--- src/rtl/l2_cache_if.sv ---
// Line-wide request port from the I/D arbiter plus the physical-memory port of the L2.
// The cache attaches through the slave modport; the arbiter/memory side uses master.
interface l2_cache_if #(
  parameter int s_line = 256
);
  logic              mem_read;
  logic              mem_write;
  logic [31:0]       mem_address;
  logic [s_line-1:0] mem_wdata;
  logic              mem_resp;
  logic [s_line-1:0] mem_rdata;
  logic              pmem_read;
  logic              pmem_write;
  logic [31:0]       pmem_address;
  logic [s_line-1:0] pmem_wdata;
  logic              pmem_resp;
  logic [s_line-1:0] pmem_rdata;

  modport slave (
    input  mem_read, mem_write, mem_address, mem_wdata, pmem_resp, pmem_rdata,
    output mem_resp, mem_rdata, pmem_read, pmem_write, pmem_address, pmem_wdata
  );

  modport master (
    output mem_read, mem_write, mem_address, mem_wdata, pmem_resp, pmem_rdata,
    input  mem_resp, mem_rdata, pmem_read, pmem_write, pmem_address, pmem_wdata
  );
endinterface

--- src/rtl/l2_cache.sv ---
// Unified direct-mapped write-back L2 cache with full-line upstream and downstream ports.
// Line data sits in an array with a registered read, so the selected line is fetched in IDLE.
module l2_cache #(
  parameter int s_offset = 5,
  parameter int s_index  = 4
) (
  input  logic       clk,
  input  logic       rst_n,
  l2_cache_if.slave  bus
);
  localparam int s_tag  = 32 - s_offset - s_index;
  localparam int s_mask = 2 ** s_offset;
  localparam int s_line = 8 * s_mask;
  localparam int s_sets = 2 ** s_index;

  typedef enum logic [1:0] {
    ST_IDLE,
    ST_TAG_CHECK,
    ST_WRITEBACK,
    ST_FILL
  } state_t;

  state_t            r_state;
  logic [s_tag-1:0]  r_req_tag;
  logic [s_index-1:0] r_req_idx;
  logic [s_line-1:0] r_req_wdata;
  logic              r_req_write;
  logic [s_sets-1:0] r_valid;
  logic [s_sets-1:0] r_dirty;
  logic [s_tag-1:0]  r_tag_arr  [s_sets];
  logic [s_line-1:0] r_data_arr [s_sets];
  logic [s_line-1:0] r_line;

  logic [s_tag-1:0]   w_in_tag;
  logic [s_index-1:0] w_in_idx;
  logic [s_tag-1:0]   w_victim_tag;
  logic               w_req;
  logic               w_hit;
  logic               w_victim_dirty;
  logic               w_install;
  logic               w_read_hit;
  logic               w_fill_done;
  logic               w_array_we;
  logic [s_line-1:0]  w_array_wdata;

  assign w_in_tag       = bus.mem_address[31 -: s_tag];
  assign w_in_idx       = bus.mem_address[s_offset +: s_index];
  assign w_req          = bus.mem_read | bus.mem_write;
  assign w_victim_tag   = r_tag_arr[r_req_idx];
  assign w_hit          = r_valid[r_req_idx] && (w_victim_tag == r_req_tag);
  assign w_victim_dirty = r_valid[r_req_idx] && r_dirty[r_req_idx];

  // A write that hits, or misses on a clean/invalid line, installs the whole line without a fill.
  assign w_install   = (r_state == ST_TAG_CHECK) && r_req_write && (w_hit || !w_victim_dirty);
  assign w_read_hit  = (r_state == ST_TAG_CHECK) && !r_req_write && w_hit;
  assign w_fill_done = (r_state == ST_FILL) && bus.pmem_resp;
  assign w_array_we  = rst_n && (w_install || w_fill_done);
  assign w_array_wdata = w_fill_done ? bus.pmem_rdata : r_req_wdata;

  assign bus.mem_resp     = w_install || w_read_hit;
  assign bus.mem_rdata    = r_line;
  assign bus.pmem_write   = (r_state == ST_WRITEBACK);
  assign bus.pmem_read    = (r_state == ST_FILL);
  assign bus.pmem_wdata   = r_line;
  assign bus.pmem_address = (r_state == ST_WRITEBACK)
                          ? {w_victim_tag, r_req_idx, {s_offset{1'b0}}}
                          : {r_req_tag,    r_req_idx, {s_offset{1'b0}}};

  // r_line holds data[idx] from the IDLE cycle onward; a fill bypasses the array read.
  always_ff @(posedge clk) begin
    if (w_array_we) begin
      r_data_arr[r_req_idx] <= w_array_wdata;
      r_tag_arr[r_req_idx]  <= r_req_tag;
    end
    if (w_fill_done) begin
      r_line <= bus.pmem_rdata;
    end else if (r_state == ST_IDLE) begin
      r_line <= r_data_arr[w_in_idx];
    end
  end

  always_ff @(posedge clk) begin
    if (!rst_n) begin
      r_state <= ST_IDLE;
      r_valid <= '0;
      r_dirty <= '0;
    end else begin
      case (r_state)
        ST_IDLE: begin
          if (w_req) begin
            r_req_tag   <= w_in_tag;
            r_req_idx   <= w_in_idx;
            r_req_wdata <= bus.mem_wdata;
            r_req_write <= bus.mem_write;
            r_state     <= ST_TAG_CHECK;
          end
        end
        ST_TAG_CHECK: begin
          if (w_install) begin
            r_valid[r_req_idx] <= 1'b1;
            r_dirty[r_req_idx] <= 1'b1;
            r_state            <= ST_IDLE;
          end else if (w_read_hit) begin
            r_state <= ST_IDLE;
          end else if (w_victim_dirty) begin
            r_state <= ST_WRITEBACK;
          end else begin
            r_state <= ST_FILL;
          end
        end
        ST_WRITEBACK: begin
          if (bus.pmem_resp) begin
            r_dirty[r_req_idx] <= 1'b0;
            r_state            <= r_req_write ? ST_TAG_CHECK : ST_FILL;
          end
        end
        ST_FILL: begin
          if (bus.pmem_resp) begin
            r_valid[r_req_idx] <= 1'b1;
            r_dirty[r_req_idx] <= 1'b0;
            r_state            <= ST_TAG_CHECK;
          end
        end
        default: r_state <= ST_IDLE;
      endcase
    end
  end
endmodule

--- src/flat_wrapper.sv ---
// flat-port wrapper written by rule: the top's interface ports become plain ports
module l2_cache_flat 
#(
  parameter int s_offset = 5,
  parameter int s_index  = 4
)
  (clk, rst_n, bus_mem_read, bus_mem_write, bus_mem_address, bus_mem_wdata, bus_pmem_resp, bus_pmem_rdata, bus_mem_resp, bus_mem_rdata, bus_pmem_read, bus_pmem_write, bus_pmem_address, bus_pmem_wdata);
  l2_cache_if bus_i ();
  input  logic clk;
  input  logic rst_n;
  input wire logic [$bits(bus_i.mem_read)-1:0] bus_mem_read;
  input wire logic [$bits(bus_i.mem_write)-1:0] bus_mem_write;
  input wire logic [$bits(bus_i.mem_address)-1:0] bus_mem_address;
  input wire logic [$bits(bus_i.mem_wdata)-1:0] bus_mem_wdata;
  input wire logic [$bits(bus_i.pmem_resp)-1:0] bus_pmem_resp;
  input wire logic [$bits(bus_i.pmem_rdata)-1:0] bus_pmem_rdata;
  output wire logic [$bits(bus_i.mem_resp)-1:0] bus_mem_resp;
  output wire logic [$bits(bus_i.mem_rdata)-1:0] bus_mem_rdata;
  output wire logic [$bits(bus_i.pmem_read)-1:0] bus_pmem_read;
  output wire logic [$bits(bus_i.pmem_write)-1:0] bus_pmem_write;
  output wire logic [$bits(bus_i.pmem_address)-1:0] bus_pmem_address;
  output wire logic [$bits(bus_i.pmem_wdata)-1:0] bus_pmem_wdata;
  assign bus_i.mem_read = bus_mem_read;
  assign bus_i.mem_write = bus_mem_write;
  assign bus_i.mem_address = bus_mem_address;
  assign bus_i.mem_wdata = bus_mem_wdata;
  assign bus_i.pmem_resp = bus_pmem_resp;
  assign bus_i.pmem_rdata = bus_pmem_rdata;
  assign bus_mem_resp = bus_i.mem_resp;
  assign bus_mem_rdata = bus_i.mem_rdata;
  assign bus_pmem_read = bus_i.pmem_read;
  assign bus_pmem_write = bus_i.pmem_write;
  assign bus_pmem_address = bus_i.pmem_address;
  assign bus_pmem_wdata = bus_i.pmem_wdata;
  l2_cache #(.s_offset(s_offset), .s_index(s_index)) u_core (.clk(clk), .rst_n(rst_n), .bus(bus_i));
endmodule
--- config.mk ---
export PLATFORM = sky130hd
export DESIGN_NAME = l2_cache_flat
export DESIGN_NICKNAME = d
export VERILOG_FILES = /design/src/rtl/l2_cache_if.sv /design/src/rtl/l2_cache.sv /design/src/flat_wrapper.sv
export SDC_FILE = /design/constraint.sdc
export NUM_CORES = 2
export LEC_CHECK = 0
export ABC_AREA = 1
export CAP_MARGIN = 15
export CORE_AREA = 4 4 611 613
export CTS_CLUSTER_DIAMETER = 50
export DETAILED_ROUTE_END_ITERATION = 8
export DIE_AREA = 0 0 615 617
export HOLD_SLACK_MARGIN = 0.1
export PLACE_DENSITY = 0.76
export SLEW_MARGIN = 20
export SYNTH_ARGS = -nofsm -noshare
export SYNTH_HDL_FRONTEND = slang
export SYNTH_MEMORY_MAX_BITS = 65536
export SYNTH_SLANG_ARGS = --single-unit
--- constraint.sdc ---
create_clock -name clk -period 23.4 [get_ports clk]
set_input_delay 2.34 -clock clk [delete_from_list [all_inputs] [get_ports clk]]
set_output_delay 2.34 -clock clk [all_outputs]
set_load 0.005 [all_outputs]
==> results.json <==
{
  "drc": 0,
  "clk_path_buf_depth": 4,
  "fin_total_pwr_mw": 19.9,
  "slew_violations": 0,
  "cp-start-kind": "flip-flop",
  "grt_busiest_layer": "met2",
  "placementRows": 223,
  "grt_pass1_wl_mm": 762,
  "area_delta_synth_final_pct": 15.1,
  "intPower_mw": 15.4,
  "use_met2": 0.430,
  "netlist.area_leader.share": 0.758,
  "drt-total-wl_mm": 520,
  "yosysWarnings": 0,
  "swShare": 0.227,
  "worstPathRequired_ns": 21.06,
  "synth.area.top_cells": "edfxtp_1 (76%), o21ai_0 (5.3%), nor2_1 (4.1%)",
  "skew_ns": 0.0563,
  "netlist_area_um2": 198000,
  "endpoint_kind": "primary output",
  "ctsHoldBuffers": 0,
  "synth_top_area_cell": "edfxtp_1",
  "track_usage": 0.262,
  "antenna_found_initial": 10,
  "gp_congestion": 0.809,
  "cts_setup_buffers": 0,
  "start_util": 0.539,
  "ys_types": 33,
  "p_comb_frac": 0.076,
  "ir_drop_uv": 71.4,
  "ioPinCount": 1096,
  "die_x_um": 615,
  "drive_above_1_share": 0.0644,
  "power_frac_seq": 0.516,
  "grt_start_max_net_pins": 246,
  "htree_levels": 6,
  "path_class": "flip-flop to primary output",
  "rsz0062_at_grt": "false",
  "root_buffer": "clkbuf_16",
  "port_buffers": 1085,
  "finalCritPeriodShare": 0.377,
  "cts_tree": "done",
  "synth_seq_cells": 5042,
  "postRouteAntennaNets": 0,
  "dpl.hpwl_mm": 262,
  "p_per_area_nw_per_um2": 87.3,
  "period_needed_ns": 8.83,
  "cts_made_buffers": 529,
  "setup_viol": 0,
  "run_status": "completed",
  "cap_violations": 0,
  "finalSetupTns_ns": 0,
  "grt_use_met1": 0.353,
  "worstPathArrival_ns": 6.49,
  "wl_per_cell_um": 25.1,
  "relSlewSlack": 0.192,
  "syn_inst": 14889,
  "finalHoldViolCount": 0,
  "synth.top_cells.by_count": "edfxtp_1 (5004), nor2_1 (2160), nand2_1 (2149)",
  "clkSinkCount": 5042,
  "synth.most_common_cell": "edfxtp_1",
  "synth_ff_type": "edfxtp_1",
  "grt_pass1_vias": 122211,
  "ys_seq_area_frac": 0.762,
  "die_y_um": 617,
  "hold_slack_ns": 0.451,
  "clockPowerShare": 0.408,
  "p_sw_mw": 4.52,
  "cts_resized": 0,
  "place_area_um2": 211000,
  "grt_util_met3": 0.0398,
  "synth.avg_cell_area_um2": 13.3,
  "clk_latency_ns": 1.03,
  "die-area_um2": 379000,
  "worstMarginPinSlew_ns": 1.21,
  "path_clk_slew_ns": 0.06,
  "nets": 15976,
  "vias": 127364,
  "cp_max_fo": 72,
  "hp-class": "flip-flop to flip-flop",
  "synth_edf_count": 5004,
  "post-route-cell-area_um2": 228000,
  "fmax_mhz": 113,
  "drt-pass1-iter-count": 6,
  "overflow": 0,
  "avgViaCountPerCell": 6.16,
  "drt_iter0_markers": 17690,
  "ys_async_sr_fraction": 0,
  "p_leak_nw": 76.3,
  "core_area_um2": 368000
}
## worst paths after layout
path,from,endpoint,slack [ns],cells past startpoint
worst min-delay path,u_core.r_valid[4]$_SDFFE_PN0P_,u_core.r_valid[4]$_SDFFE_PN0P_,0.45,2
worst max-delay path,flip-flop,bus_mem_resp,14.57,15
worst min register to register,u_core.r_valid[4]$_SDFFE_PN0P_,u_core.r_valid[4]$_SDFFE_PN0P_,0.45,2
worst max register to register,flip-flop,u_core.r_data_arr[13][244]$_DFFE_PP_,14.72,21
## power by group through the flow
stage | clock network, mW | logic, mW | registers (mW)
floorplan | 0 | 0.836 | 10.5
global placement | 0 | 1.47 | 10.5
detailed placement | 0 | 1.51 | 10.5
CTS | 8.20 | 1.52 | 10.3
global route | 8.62 | 1.64 | 10.3
finish | 8.13 | 1.52 | 10.3
## area by class of cell
type,count,area (um^2)
fill,25966,140000
clock inverter,295,2810
sequential,5042,151000
multi-input combinational,8317,40400
timing repair buffer,1293,12900
antenna,2,5.00
tap,4837,6050
inverter,240,945
clock buffer,656,14100
## cells by family after synthesis
kind of cell | synth area share
flops | 0.762
simple gates | 0.0957
buf+inv | 0.0349
fa+ha+maj | 0.000252
other cells | 0.0000189
compound gates | 0.107
## flip-flops by register name, summed over array words and instances, names as in the netlist, named ones only
signal	count
u_core.r_state	2
u_core.r_req_idx	4
u_core.bus.mem_rdata	256
u_core.r_req_wdata	256
u_core.r_data_arr	4096
u_core.r_req_tag	23
u_core.r_req_write	1
u_core.r_valid	16
u_core.r_tag_arr	368
## worst max-delay path, stage by stage (launching register included)
cell and delay, ns:
dfxtp_2 0.31, buf_4 0.70, clkinv_2 0.89, buf_4 0.64, o211ai_1 0.25, nand3_1 0.10, nand3_1 0.15, nand2_1 0.08
nand2_1 0.06, nand2_1 0.08, nor2_1 0.16, nand2_1 0.11, nor2_1 0.25, nand3_1 0.26, o21ai_0 0.66, clkdlybuf4s50_1 0.63
## per-layer routing
metal / up-vias / share of wire
met4: 4 / 0.042
li1: 55990 / -
met3: 1111 / 0.10
met1: 62619 / 0.37
met5: - / 0.000050
met2: 7640 / 0.48
## per-stage QoR
stage / std cells / utilization / worst slack (ns)
CTS: 20678 / 0.620 / 14.62
global route: 20681 / 0.620 / 14.39
global placement: 19727 / 0.574 / 14.79
floorplan: 14893 / - / 0.434
finish: 20682 / 0.620 / 14.57
detailed placement: 19727 / 0.574 / 14.62
## cell usage in the layout (no fill, tap or decap), types with 5 or more instances in the layout
master,Yosys,routed
buf_12,0,27
clkinv_8,0,19
inv_6,1,23
edfxtp_1,5004,5004
clkinvlp_4,0,21
nand2_1,2149,2147
buf_6,10,5
inv_1,230,228
clkbuf_16,0,546
o21ai_0,2101,2101
conb_1,1,5
nand4_1,19,19
nor3_2,0,16
clkinv_1,5,98
o211ai_1,294,294
o221ai_1,749,749
clkbuf_1,883,108
clkinv_16,0,7
o22ai_1,281,281
a21oi_1,10,10
clkdlybuf4s50_1,0,1081
inv_8,0,10
nor2_1,2160,2159
a21oi_2,10,10
nand3_2,10,10
nand3_1,488,488
clkinv_2,0,77
o21ai_1,7,7
dfxtp_1,38,35
buf_4,274,174
bufinv_16,0,30
inv_16,0,7
clkinv_4,0,12
Power figures use the tool's default switching activity.
